--- config.mk ---
export PLATFORM = sky130hd
export DESIGN_NAME = cpu_bus_responder
export DESIGN_NICKNAME = d
export VERILOG_FILES = /design/src/rtl/vga_pkg.sv /design/src/rtl/cpu_bus_responder_bus_sync.sv /design/src/rtl/cpu_bus_responder.sv
export SDC_FILE = /design/constraint.sdc
export NUM_CORES = 1
export LEC_CHECK = 0
export ABC_AREA = 1
export BUFFER_PORTS_ARGS = -buffer_cell sky130_fd_sc_hd__buf_4
export CAP_MARGIN = 40
export CORE_UTILIZATION = 35
export CTS_CLUSTER_SIZE = 12
export DETAILED_ROUTE_END_ITERATION = 8
export PLACE_DENSITY_LB_ADDON = 0.05
export SLEW_MARGIN = 20
export SYNTH_ARGS = -nofsm -noshare
export SYNTH_HDL_FRONTEND = slang
export SYNTH_SLANG_ARGS = --single-unit
export TNS_END_PERCENT = 30
--- constraint.sdc ---
create_clock -name clk_25mhz -period 5.17 [get_ports clk_25mhz]
set_input_delay 0.2585 -clock clk_25mhz [delete_from_list [all_inputs] [get_ports clk_25mhz]]
set_output_delay 0.2585 -clock clk_25mhz [all_outputs]
set_load 0.01 [all_outputs]
--- src/rtl/vga_pkg.sv ---
// Shared definitions for the VGA card CPU bus responder: register map,
// opcodes, status bit positions and the opcode argument-count table.
package vga_pkg;

    localparam logic [3:0] REG_MODE   = 4'h0;
    localparam logic [3:0] REG_OPCODE = 4'h1;
    localparam logic [3:0] REG_ARG0   = 4'h2;
    localparam logic [3:0] REG_STATUS = 4'hF;

    localparam logic [7:0] OP_TEXT_WRITE    = 8'h00;
    localparam logic [7:0] OP_TEXT_POSITION = 8'h01;
    localparam logic [7:0] OP_TEXT_CLEAR    = 8'h02;
    localparam logic [7:0] OP_WRITE_PIXEL   = 8'h10;

    localparam int ST_READY      = 7;
    localparam int ST_OVERRUN    = 2;
    localparam int ST_BAD_OPCODE = 1;
    localparam int ST_BUSY       = 0;

    typedef enum logic {
        S_IDLE = 1'b0,
        S_PEND = 1'b1
    } disp_state_e;

    // Number of argument bytes an opcode takes; 0 marks an unknown opcode.
    function automatic logic [3:0] arg_count(input logic [7:0] op);
        case (op)
            OP_TEXT_WRITE:    arg_count = 4'd2;
            OP_TEXT_POSITION: arg_count = 4'd2;
            OP_TEXT_CLEAR:    arg_count = 4'd1;
            OP_WRITE_PIXEL:   arg_count = 4'd1;
            default:          arg_count = 4'd0;
        endcase
    endfunction

endpackage

--- src/rtl/cpu_bus_responder_bus_sync.sv ---
// Multi-stage synchronizer for the packed CPU bus pins plus a falling-edge
// detect on the synchronized phi2 bit. The whole bus goes through the same
// flops so address/data/control stay aligned with phi2 in the clk domain.
module bus_sync #(
    parameter int W        = 16,
    parameter int STAGES   = 2,
    parameter int PHI2_BIT = 15
) (
    input  logic         clk,
    input  logic         rst,
    input  logic [W-1:0] din,
    output logic [W-1:0] dout,
    output logic         phi2_fall
);

    logic [STAGES-1:0][W-1:0] sync_q, sync_d;
    logic                     phi2_prev_q, phi2_prev_d;

    // Shift the raw pins down the chain; remember last synchronized phi2.
    always_comb begin
        sync_d[0] = din;
        for (int i = 1; i < STAGES; i++) sync_d[i] = sync_q[i-1];
        phi2_prev_d = sync_q[STAGES-1][PHI2_BIT];
    end

    // Synchronizer and edge-detect registers.
    always_ff @(posedge clk or posedge rst) begin
        if (rst) begin
            sync_q      <= '0;
            phi2_prev_q <= 1'b0;
        end else begin
            sync_q      <= sync_d;
            phi2_prev_q <= phi2_prev_d;
        end
    end

    assign dout      = sync_q[STAGES-1];
    assign phi2_fall = phi2_prev_q & ~dout[PHI2_BIT];

endmodule

--- src/rtl/cpu_bus_responder.sv ---
// 65C02 bus target for the VGA card. Reads are served combinationally from
// the raw pins; writes are synchronized into clk_25mhz, captured during the
// phi2 high phase and committed on the phi2 fall. A completed instruction is
// handed to the executor over a valid/ready handshake.
module cpu_bus_responder
    import vga_pkg::*;
#(
    parameter int SYNC_STAGES = 2,
    parameter int NUM_ARGS    = 13
) (
    input  logic                  clk_25mhz,
    input  logic                  reset,
    input  logic                  phi2,
    input  logic                  ce0,
    input  logic                  ce1b,
    input  logic                  rw,
    input  logic [3:0]            addr,
    input  logic [7:0]            data_in,
    output logic [7:0]            data_out,
    output logic                  data_oe,
    output logic [7:0]            mode,
    output logic                  instr_valid,
    output logic [7:0]            instr_opcode,
    output logic [8*NUM_ARGS-1:0] instr_args,
    input  logic                  instr_ready,
    input  logic                  exec_busy
);

    localparam int BUS_W = 16;

    logic [BUS_W-1:0] bus_raw, bus_s;
    logic             phi2_fall;
    logic             phi2_s, sel_s, rw_s;
    logic [3:0]       addr_s;
    logic [7:0]       data_s;

    logic [7:0]                mode_q, mode_d;
    logic [7:0]                opcode_q, opcode_d;
    logic [NUM_ARGS-1:0][7:0]  args_q, args_d;
    logic                      bad_opcode_q, bad_opcode_d;
    logic                      overrun_q, overrun_d;
    logic                      trig_pending_q, trig_pending_d;
    logic                      wr_pend_q, wr_pend_d;
    logic [3:0]                wr_addr_q, wr_addr_d;
    logic [7:0]                wr_data_q, wr_data_d;
    disp_state_e               state_q, state_d;

    logic       trigger;
    logic [3:0] wr_k, op_argc, rd_k;
    logic       busy;
    logic [7:0] status;

    assign bus_raw = {phi2, ce0, ce1b, rw, addr, data_in};

    bus_sync #(
        .W        (BUS_W),
        .STAGES   (SYNC_STAGES),
        .PHI2_BIT (BUS_W - 1)
    ) u_bus_sync (
        .clk       (clk_25mhz),
        .rst       (reset),
        .din       (bus_raw),
        .dout      (bus_s),
        .phi2_fall (phi2_fall)
    );

    assign phi2_s = bus_s[15];
    assign sel_s  = bus_s[14] & ~bus_s[13];
    assign rw_s   = bus_s[12];
    assign addr_s = bus_s[11:8];
    assign data_s = bus_s[7:0];

    assign instr_valid  = (state_q == S_PEND);
    assign instr_opcode = opcode_q;
    assign instr_args   = args_q;
    assign mode         = mode_q;

    // Write capture/commit, trigger decision and dispatch FSM next state.
    always_comb begin
        mode_d         = mode_q;
        opcode_d       = opcode_q;
        args_d         = args_q;
        bad_opcode_d   = bad_opcode_q;
        overrun_d      = overrun_q;
        trig_pending_d = trig_pending_q;
        wr_pend_d      = wr_pend_q;
        wr_addr_d      = wr_addr_q;
        wr_data_d      = wr_data_q;
        state_d        = state_q;
        trigger        = 1'b0;
        wr_k           = wr_addr_q - REG_ARG0;
        op_argc        = arg_count(opcode_q);

        case (state_q)
            S_IDLE: if (trig_pending_q) begin
                state_d        = S_PEND;
                trig_pending_d = 1'b0;
            end
            S_PEND: if (instr_ready) state_d = S_IDLE;
            default: state_d = S_IDLE;
        endcase

        // Keep re-sampling through the high phase so the commit uses the
        // last stable address/data, even if sel drops together with phi2.
        if (phi2_s && sel_s && !rw_s) begin
            wr_pend_d = 1'b1;
            wr_addr_d = addr_s;
            wr_data_d = data_s;
        end

        if (phi2_fall && wr_pend_q) begin
            wr_pend_d = 1'b0;
            if (wr_addr_q == REG_MODE) begin
                mode_d = wr_data_q;
            end else if (wr_addr_q == REG_OPCODE) begin
                // Opcode is part of the payload, so it is frozen while pending.
                if (state_q != S_PEND) begin
                    opcode_d     = wr_data_q;
                    bad_opcode_d = 1'b0;
                    overrun_d    = 1'b0;
                end
            end else if (wr_addr_q != REG_STATUS && int'(wr_k) < NUM_ARGS) begin
                if (state_q != S_PEND) args_d[wr_k] = wr_data_q;
                if (op_argc == 4'd0) begin
                    if (wr_addr_q == REG_ARG0) bad_opcode_d = 1'b1;
                end else if (4'(wr_k + 4'd1) == op_argc) begin
                    trigger = 1'b1;
                end
            end
        end

        // A trigger while something is still outstanding drops the new
        // instruction rather than corrupting the one in flight.
        if (trigger) begin
            if (state_q == S_PEND || exec_busy || trig_pending_q) overrun_d = 1'b1;
            else trig_pending_d = 1'b1;
        end
    end

    // State registers.
    always_ff @(posedge clk_25mhz or posedge reset) begin
        if (reset) begin
            mode_q         <= '0;
            opcode_q       <= '0;
            args_q         <= '0;
            bad_opcode_q   <= 1'b0;
            overrun_q      <= 1'b0;
            trig_pending_q <= 1'b0;
            wr_pend_q      <= 1'b0;
            wr_addr_q      <= '0;
            wr_data_q      <= '0;
            state_q        <= S_IDLE;
        end else begin
            mode_q         <= mode_d;
            opcode_q       <= opcode_d;
            args_q         <= args_d;
            bad_opcode_q   <= bad_opcode_d;
            overrun_q      <= overrun_d;
            trig_pending_q <= trig_pending_d;
            wr_pend_q      <= wr_pend_d;
            wr_addr_q      <= wr_addr_d;
            wr_data_q      <= wr_data_d;
            state_q        <= state_d;
        end
    end

    assign busy = instr_valid | exec_busy | trig_pending_q;

    // Status byte and combinational read mux on the raw bus pins.
    always_comb begin
        status                = '0;
        status[ST_READY]      = ~reset;
        status[ST_OVERRUN]    = overrun_q;
        status[ST_BAD_OPCODE] = bad_opcode_q;
        status[ST_BUSY]       = busy;
        rd_k                  = addr - REG_ARG0;
        data_out              = '0;
        if (addr == REG_MODE)                   data_out = mode_q;
        else if (addr == REG_OPCODE)            data_out = opcode_q;
        else if (addr == REG_STATUS)            data_out = status;
        else if (int'(rd_k) < NUM_ARGS)         data_out = args_q[rd_k];
    end

    assign data_oe = ce0 & ~ce1b & rw & phi2;

endmodule

==> impl_metrics.env, run 1 <==
export IMPL_antenna_found_initial=0
export IMPL_area_growth_pct=26.20
export IMPL_timing_hold_violations_final=0
export IMPL_drive_above_1_share_pct=19.79
export IMPL_start_kind="input pin"
export IMPL_firstDrtPassIters=6
export IMPL_clock_path_buffers=2
export IMPL_diodes=0
export IMPL_leakage_nw=4.837
export IMPL_worst_pin_slew_ns=0.8231
export IMPL_syn_instance_count=880
export IMPL_min_period_ns=2.978
export IMPL_ir_worst_vdd_mv=0.2787
export IMPL_io_buffers=149
export IMPL_die_area_mm2=0.02208
export IMPL_vias=6330
export IMPL_powerDensity_mw_per_mm2=516.3
export IMPL_routed_wl_mm=23.41
export IMPL_rsz0062_at_grt="false"
export IMPL_worstPathArrival_ns=2.72
export IMPL_critPathMaxFanout=25
export IMPL_synth_cell_types=27
export IMPL_async_reset_ff_share_pct=100.0
export IMPL_layout_common_cells="332 x nand2_1, 170 x dfrtp_1, 152 x buf_4"
export IMPL_cts_tree="done"
export IMPL_slowest_delay_ns=0.55
export IMPL_netlist_area_leader_share_pct=56.56
export IMPL_relSlewSlack_pct=45.06
export IMPL_crit_start="addr[1]"
export IMPL_grt_use_total_pct=22.05
export IMPL_whs_ns=0.02162
export IMPL_cts_buffers=17
export IMPL_timing_fmax_mhz=335.8
export IMPL_end_kind="output port"
export IMPL_grt_ovfl_total=0
export IMPL_slew_violations=0
export IMPL_grt_pass1_vias=5923
export IMPL_cts_htree_levels=4
export IMPL_drt_drc_violations_left=0
export IMPL_wl_per_cell_um=17.86
export IMPL_initial_core_util_pct=35.78
export IMPL_finalSetupTns_ns=0
export IMPL_clk_latency_ns=0.43
export IMPL_dp_hpwl_mm=16.11
export IMPL_crit_slowest_cell="inv_1"
export IMPL_setup_viol=0
export IMPL_path_class="in -> out"
export IMPL_drt_initial_drc_count=491
export IMPL_status="finished, final reports clean"
export IMPL_fin_nets=1052
export IMPL_root_buffer="clkbuf_16"
export IMPL_period_share_pct=57.60
export IMPL_synth_main_ff_cell="dfrtp_1"
export IMPL_grt_pass1_wl_mm=35.87
export IMPL_worstHoldStart="addr[3]"
export IMPL_worstHoldPathType="in -> reg"
export IMPL_nFillCells=2100
export IMPL_synthesis_area_mm2=0.007521
export IMPL_path_cells="buf_4, inv_1, ha_1, inv_1, o21ai_0, o21ai_0, nand2_1, nand2_1, nand3_1, a21oi_1, buf_4"
export IMPL_synth_area_leaders="dfrtp_1 57%, nand2_1 17%, o21ai_1 5.4%"
export IMPL_clock_skew_ns=0.005814
export IMPL_syn_num_nets=909
export IMPL_yosysTopAreaCell="dfrtp_1"
export IMPL_post_synth_cell_area_avg_um2=8.547
export IMPL_fin_total_pwr_mw=4.900
export IMPL_vias_per_cell=4.828
export IMPL_yosysSeqAreaShare_pct=56.56
export IMPL_utilization_pct=45.15
export IMPL_cts_sinks=170
export IMPL_synth_edf_count=0
export IMPL_pin_count=150
export IMPL_ys_seq_elements=170
export IMPL_r2r_start="wr_addr_q[1]"
export IMPL_antenna_left=0
export IMPL_required_ns=4.91
export IMPL_cts_resized=0
export IMPL_grt_max_degree=132
export IMPL_routabilityCongestion=0.8535
export IMPL_yosysWarningCount=0
export IMPL_cts_clk_slew_worst_paths_ns=0.07
export IMPL_layout_commonest_cell="nand2_1"
export IMPL_drv_cap=0
export IMPL_die_w_um=148.6
export IMPL_fp_dieH_um=148.6
export IMPL_num_rows=53
export IMPL_coreArea_mm2=0.02102
==> routing by layer <==
metal  GRT usage, %  vias up  part of all wire (%)
met4          6.392        0                   1.9
met3          4.724       31                   5.9
met1          31.37     2961                    47
met5              0        -                     0
met2          33.62      215                    45
li1               -     3123                     -
==> critical path, delay by kind of cell <==
| family | cells | cell delay, ns |
|---|---|---|
| buf+inv | 4 | 1.15 |
| compound gates | 3 | 0.62 |
| fa+ha+maj | 1 | 0.46 |
| simple gates | 3 | 0.21 |
==> cell type report <==
type	instances	area, um2	share of cell area, %
inverter	45	173.9	1.832
clock buffer	17	425.4	4.482
sequential	170	4254	44.82
tap	275	344.1	3.625
multi-input combinational	621	2829	29.80
timing repair buffer	168	1313	13.83
clock inverter	15	152.6	1.608
==> cells by family (layout without fill, tap and decap cells) <==
logic type	Yosys count	count (layout)	synth area share (%)
buf+inv	89	245	5.823
simple gates	437	437	24.34
compound gates	173	173	11.55
fa+ha+maj	9	9	1.497
xor+xnor	2	2	0.2329
flops	170	170	56.56
==> registers in the layout (all words and copies together), names as in the netlist <==
signal,flops
wr_addr_q,4
overrun_q,1
instr_args,104
wr_data_q,8
u_bus_sync.dout,16
u_bus_sync.phi2_prev_q,1
trig_pending_q,1
mode,8
u_bus_sync.sync_d,16
instr_valid,1
wr_pend_q,1
instr_opcode,8
bad_opcode_q,1
==> power by group <==
part | internal [mW] | total, mW | switching (mW)
sequential | 1.69 | 2.06 | 0.369
clock | 0.684 | 1.29 | 0.607
combinational | 0.694 | 1.55 | 0.859
==> per-stage QoR <==
step                      cells  instance area (um2)  setup WS, ns
after global routing       1311                 9492         1.968
after global placement     1262                 8747         2.308
after CTS                  1310                 9480         2.241
after detailed placement   1264                 8762         2.249
final                      1311                 9492         2.192
after floorplan             880                 7521        0.2891
==> what timing repair did <==
item,4_1_cts,5_1_grt
setup buffers,0,0
hold buffers,14,0
endpoints found under the hold margin,52,0
setup endpoints to repair,0,0
==> final timing paths <==
check	to	slack [ns]	cells after the start
min in group asynchronous	wr_data_q[5]	0.38	3
worst min register to register	u_bus_sync.dout[10]	0.35	0
worst max register to register	instr_args[26]	2.45	10
max in group asynchronous	instr_opcode[2]	3.67	4
worst max-delay path	data_out[4]	2.19	11
worst min-delay path	u_bus_sync.sync_d[27]	0.02	1
==> synth_stat cells (2+ instances only) <==
cell and count:
dfrtp_1 170, buf_1 2, nand3_1 25, nand2_1 332, a21oi_1 36, ha_1 9, o21ai_0 55, buf_2 10
clkbuf_1 21, nor2_1 42, nor3_1 2, buf_6 10, o21ai_1 81, nand4_1 17, inv_1 44, nand2_4 10
nor2_2 4
No activity file was read; power rests on OpenSTA's default activity.
==> run 2, diff against run 1 <==
==> constraint.sdc (replaced) <==
create_clock -name clk_25mhz -period 3 [get_ports clk_25mhz]
set_input_delay 0.15 -clock clk_25mhz [delete_from_list [all_inputs] [get_ports clk_25mhz]]
set_output_delay 0.15 -clock clk_25mhz [all_outputs]
set_load 0.01 [all_outputs]
==> impl_metrics.env, run 2 (same netlist as run 1, synthesis figures left out) <==
export IMPL_status="finished, final reports clean"
export IMPL_p_switching_mw=3.104
export IMPL_worstHoldPathType="in -> reg"
export IMPL_firstDrtPassIters=5
export IMPL_crit_slowest_cell="dlygate4sd3_1"
export IMPL_area_growth_pct=27.28
export IMPL_seqPwrFrac_pct=42.6
export IMPL_antenna_left=0
export IMPL_slowest_delay_ns=0.52
export IMPL_fin_ws_ns=0.1318
export IMPL_fin_area_mm2=0.009573
export IMPL_drt_initial_drc_count=480
export IMPL_clock_path_buffers=2
export IMPL_swShare_pct=37.35
export IMPL_period_share_pct=95.61
export IMPL_timing_fmax_mhz=348.7
export IMPL_relSlewSlack_pct=47.53
export IMPL_routed_wl_mm=23.13
export IMPL_timing_hold_violations_final=0
export IMPL_fin_nets=1065
export IMPL_pin_count=150
export IMPL_io_buffers=149
export IMPL_drive_above_1_share_pct=20.31
export IMPL_die_area_mm2=0.02208
export IMPL_cts_tree="done"
export IMPL_powerDensity_mw_per_mm2=868.0
export IMPL_worstPathArrival_ns=2.72
export IMPL_grt_pass1_wl_mm=35.68
export IMPL_drv_cap=0
export IMPL_path_cells="dlygate4sd3_1, buf_4, inv_1, ha_1, clkinvlp_2, a21oi_1, nand2_1, nand2_1, nand2_1, nand2_1, nand2_1, nand2_1, buf_4"
export IMPL_critPathMaxFanout=12
export IMPL_drt_drc_violations_left=0
export IMPL_layout_commonest_cell="nand2_1"
export IMPL_cts_buffers=17
export IMPL_setup_viol=0
export IMPL_vias_per_cell=4.805
export IMPL_die_w_um=148.6
export IMPL_internal_power_mw=5.206
export IMPL_finalSetupTns_ns=0
export IMPL_routabilityCongestion=0.8393
export IMPL_grt_pass1_vias=5920
export IMPL_required_ns=2.85
export IMPL_layout_common_cells="332 x nand2_1, 170 x dfrtp_1, 159 x buf_4"
export IMPL_place_worst_setup_slack_ns=0.5279
export IMPL_min_period_ns=2.868
export IMPL_root_buffer="clkbuf_16"
export IMPL_ir_worst_vdd_mv=0.4277
export IMPL_nFillCells=2110
export IMPL_vias=6362
export IMPL_fp_dieH_um=148.6
export IMPL_place_area_mm2=0.008817
export IMPL_grt_max_degree=83
export IMPL_antenna_found_initial=0
export IMPL_leakage_nw=4.863
export IMPL_cts_clk_slew_worst_paths_ns=0.07
export IMPL_regArea_mm2=0.004254
export IMPL_num_rows=53
export IMPL_cp_common_cell="nand2_1"
export IMPL_wl_per_cell_um=17.47
export IMPL_grt_ovfl_total=0
export IMPL_initial_core_util_pct=35.78
export IMPL_whs_ns=0.04153
export IMPL_cts_sinks=170
export IMPL_combinationalPowerShare_pct=32.3
export IMPL_clock_skew_ns=0.01174
export IMPL_slew_violations=0
export IMPL_worst_pin_slew_ns=0.7863
export IMPL_fin_total_pwr_mw=8.309
export IMPL_diodes=0
export IMPL_dp_hpwl_mm=16.32
export IMPL_end_kind="output port"
export IMPL_start_kind="input pin"
export IMPL_largest_reg_flops=104
export IMPL_clkPwrFrac_pct=25.1
export IMPL_cts_htree_levels=4
export IMPL_rsz0062_at_grt="true"
export IMPL_clk_latency_ns=0.44
export IMPL_path_class="in -> out"
export IMPL_coreArea_mm2=0.02102
export IMPL_multi_input_area_mm2=0.002829
export IMPL_grt_use_total_pct=21.94
[run 2: layout make-up]
cell class              count  share of cell area (%)
repair buffers            180                   14.83
repair inverters            1                 0.05228
clock buffers              19                   4.522
multi-input cells         621                   29.55
inverters                  45                   1.843
flip-flops and latches    170                   44.44
well taps                 275                   3.594
clock inverters            13                   1.163
[run 2: path summary, 6_finish.rpt]
kind / end / depth (start not counted) / startpoint / slack, ns
hold / removal: u_bus_sync.sync_d[24] / 1 / addr[0] / 0.04
setup reg to reg: instr_args[5] / 11 / wr_addr_q[0] / 0.77
min in group asynchronous: u_bus_sync.dout[1] / 3 / reset / 0.23
hold reg to reg: u_bus_sync.dout[6] / 0 / u_bus_sync.sync_d[22] / 0.35
setup / recovery: data_out[1] / 13 / addr[2] / 0.13
max in group asynchronous: mode[2] / 4 / reset / 1.89
[run 2: timing repair]
| action | in CTS | in global routing |
|---|---|---|
| buffers inserted | 0 | 0 |
| hold buffers | 18 | 0 |
| setup endpoints to repair | 0 | 5 |
| hold endpoints to repair | 23 | 0 |
| gates resized for setup | 0 | 1 |
[run 2: power groups by stage]
stage,Combinational [mW],Sequential [mW],Clock [mW]
2_1_floorplan,1.13,3.62,0
3_3_place_gp,2.66,3.59,0
3_5_place_dp,2.69,3.58,0
4_1_cts,2.72,3.54,2.13
5_1_grt,3.00,3.63,2.23
6_report,2.69,3.54,2.08
[run 2: routing by layer]
layer  track usage, %  vias to the layer above  wire length [um]
li1                 -                     3157                 -
met1            31.22                     2996             10760
met2            33.64                      188             10650
met3            3.988                       21              1334
met4            7.165                        0               389
met5                0                        -                 0
[run 2: stage by stage]
stage	util, %	instances
5_1_grt	45.54	1324
6_report	45.54	1324
3_5_place_dp	41.94	1271
4_1_cts	45.39	1321
2_1_floorplan	-	880
3_3_place_gp	41.89	1270
[run 2: worst max-delay path, delay by kind of cell]
family / cells / cell delay, ns
buffers and inverters: 5 / 1.35
adder cells (fa/ha/maj): 1 / 0.49
AND/OR/NAND/NOR: 6 / 0.42
AO/OA/AOI/OAI: 1 / 0.29
==> run 3, diff against run 2 <==
==> constraint.sdc (replaced) <==
create_clock -name clk_25mhz -period 3.2 [get_ports clk_25mhz]
set_input_delay 0.16 -clock clk_25mhz [delete_from_list [all_inputs] [get_ports clk_25mhz]]
set_output_delay 0.16 -clock clk_25mhz [all_outputs]
set_load 0.01 [all_outputs]
==> impl_metrics.env, run 3 (same netlist as run 1, synthesis figures left out) <==
export IMPL_cts_clk_slew_worst_paths_ns=0.07
export IMPL_clock_skew_ns=0.01146
export IMPL_rsz0062_at_grt="false"
export IMPL_grt_pass1_wl_mm=35.94
export IMPL_drive_above_1_share_pct=20.19
export IMPL_setup_viol=0
export IMPL_clock_path_buffers=2
export IMPL_period_share_pct=92.46
export IMPL_routed_wl_mm=23.32
export IMPL_nFillCells=2106
export IMPL_vias_per_cell=4.827
export IMPL_cts_buffers=17
export IMPL_cts_tree="done"
export IMPL_worstHoldPathType="in -> reg"
export IMPL_cts_sinks=170
export IMPL_die_w_um=148.6
export IMPL_die_area_mm2=0.02208
export IMPL_layout_common_cells="332 x nand2_1, 170 x dfrtp_1, 156 x buf_4"
export IMPL_timing_hold_violations_final=0
export IMPL_grt_ovfl_total=0
export IMPL_wl_per_cell_um=17.67
export IMPL_fin_nets=1061
export IMPL_io_buffers=149
export IMPL_slew_violations=0
export IMPL_fin_ws_ns=0.2412
export IMPL_multi_input_area_mm2=0.002829
export IMPL_vias=6372
export IMPL_fp_dieH_um=148.6
export IMPL_drt_drc_violations_left=0
export IMPL_grt_pass1_vias=5909
export IMPL_place_worst_setup_slack_ns=0.4539
export IMPL_initial_core_util_pct=35.78
export IMPL_layout_commonest_cell="nand2_1"
export IMPL_finalSetupTns_ns=0
export IMPL_pin_count=150
export IMPL_dp_hpwl_mm=16.33
export IMPL_antenna_left=0
export IMPL_root_buffer="clkbuf_16"
export IMPL_antenna_found_initial=0
export IMPL_worst_pin_slew_ns=0.8255
export IMPL_status="finished, final reports clean"
export IMPL_diodes=0
export IMPL_routabilityCongestion=0.7990
export IMPL_worstPathArrival_ns=2.80
export IMPL_fin_total_pwr_mw=8.045
export IMPL_timing_fmax_mhz=338.0
export IMPL_coreArea_mm2=0.02102
export IMPL_start_kind="input pin"
export IMPL_grt_use_total_pct=21.99
export IMPL_relSlewSlack_pct=44.91
export IMPL_grt_max_degree=104
export IMPL_drt_initial_drc_count=539
export IMPL_critPathMaxFanout=25
export IMPL_clk_latency_ns=0.44
export IMPL_num_rows=53
export IMPL_powerDensity_mw_per_mm2=835.2
export IMPL_post_cts_setup_buffers=0
export IMPL_min_period_ns=2.959
export IMPL_required_ns=3.04
export IMPL_area_growth_pct=28.08
export IMPL_drv_cap=0
export IMPL_firstDrtPassIters=5
export IMPL_end_kind="output port"
export IMPL_regArea_mm2=0.004254
export IMPL_path_class="in -> out"
export IMPL_largest_reg_flops=104
export IMPL_ir_worst_vdd_mv=0.4553
export IMPL_whs_ns=0.01655
export IMPL_cts_htree_levels=4
export IMPL_leakage_nw=4.899
## run 3: cell types whose count changed in the layout (fill, tap and decap cells not counted), moves of 2 or more
cell,previous run,this run
clkinv_8,0,2
clkbuf_1,2,0
clkinvlp_4,5,3
buf_4,159,156
bufinv_16,0,2
clkinv_4,3,0
## run 3: worst max-delay path: stages
cell           delay [ns]
dlygate4sd3_1        0.52
buf_4                0.16
inv_1                0.06
ha_1                 0.38
inv_1                0.54
o21ai_0              0.25
o21ai_0              0.22
nand2_1              0.09
nand2_1              0.06
nand3_1              0.07
a21oi_1              0.14
buf_4                0.14
## run 3: through the flow
step | std cells | util, % | instance area, um2
global placement | 1267 | 41.78 | 8783
floorplan | 880 | - | 7525
CTS | 1319 | 45.75 | 9618
global route | 1320 | 45.82 | 9633
finish | 1320 | 45.82 | 9633
detailed placement | 1270 | 42.00 | 8830
## run 3: repair_timing
item / CTS / global route
hold buffers: 17 / 0
endpoints found under the hold margin: 44 / 0
gates resized for setup: 0 / 0
## run 3: worst paths after layout
kind	from	end	slack, ns	depth (start not counted)
setup / recovery	addr[2]	data_out[4]	0.24	12
hold / removal	exec_busy	trig_pending_q	0.02	4
setup reg to reg	wr_addr_q[0]	instr_args[31]	0.86	9
hold reg to reg	u_bus_sync.sync_d[23]	u_bus_sync.dout[7]	0.35	0
max in group asynchronous	reset	instr_args[74]	1.84	5
min in group asynchronous	reset	u_bus_sync.sync_d[18]	0.46	4
## run 3: area by class of cell
type | count | share of cell area [%]
inverter | 45 | 1.792
clock inverter | 14 | 1.857
tap | 275 | 3.572
clock buffer | 18 | 4.559
sequential | 170 | 44.16
multi-input combinational | 621 | 29.37
timing repair buffer | 177 | 14.69
## run 3: layer usage
| metal | GRT usage, % | vias up | wire length [um] | part of all wire (%) |
|---|---|---|---|---|
| met5 | 0 | - | 0 | 0 |
| met3 | 4.387 | 26 | 1346 | 5.8 |
| met1 | 31.59 | 2991 | 11050 | 47 |
| met2 | 33.55 | 206 | 10560 | 45 |
| li1 | - | 3149 | - | - |
| met4 | 6.134 | 0 | 363 | 1.6 |
## run 3: power breakdown
part           leakage, nW  switching [mW]  internal, mW
clock                0.298           0.968          1.21
sequential            2.22           0.603          2.73
combinational         2.38            1.39          1.15
total                 4.90            2.97          5.08
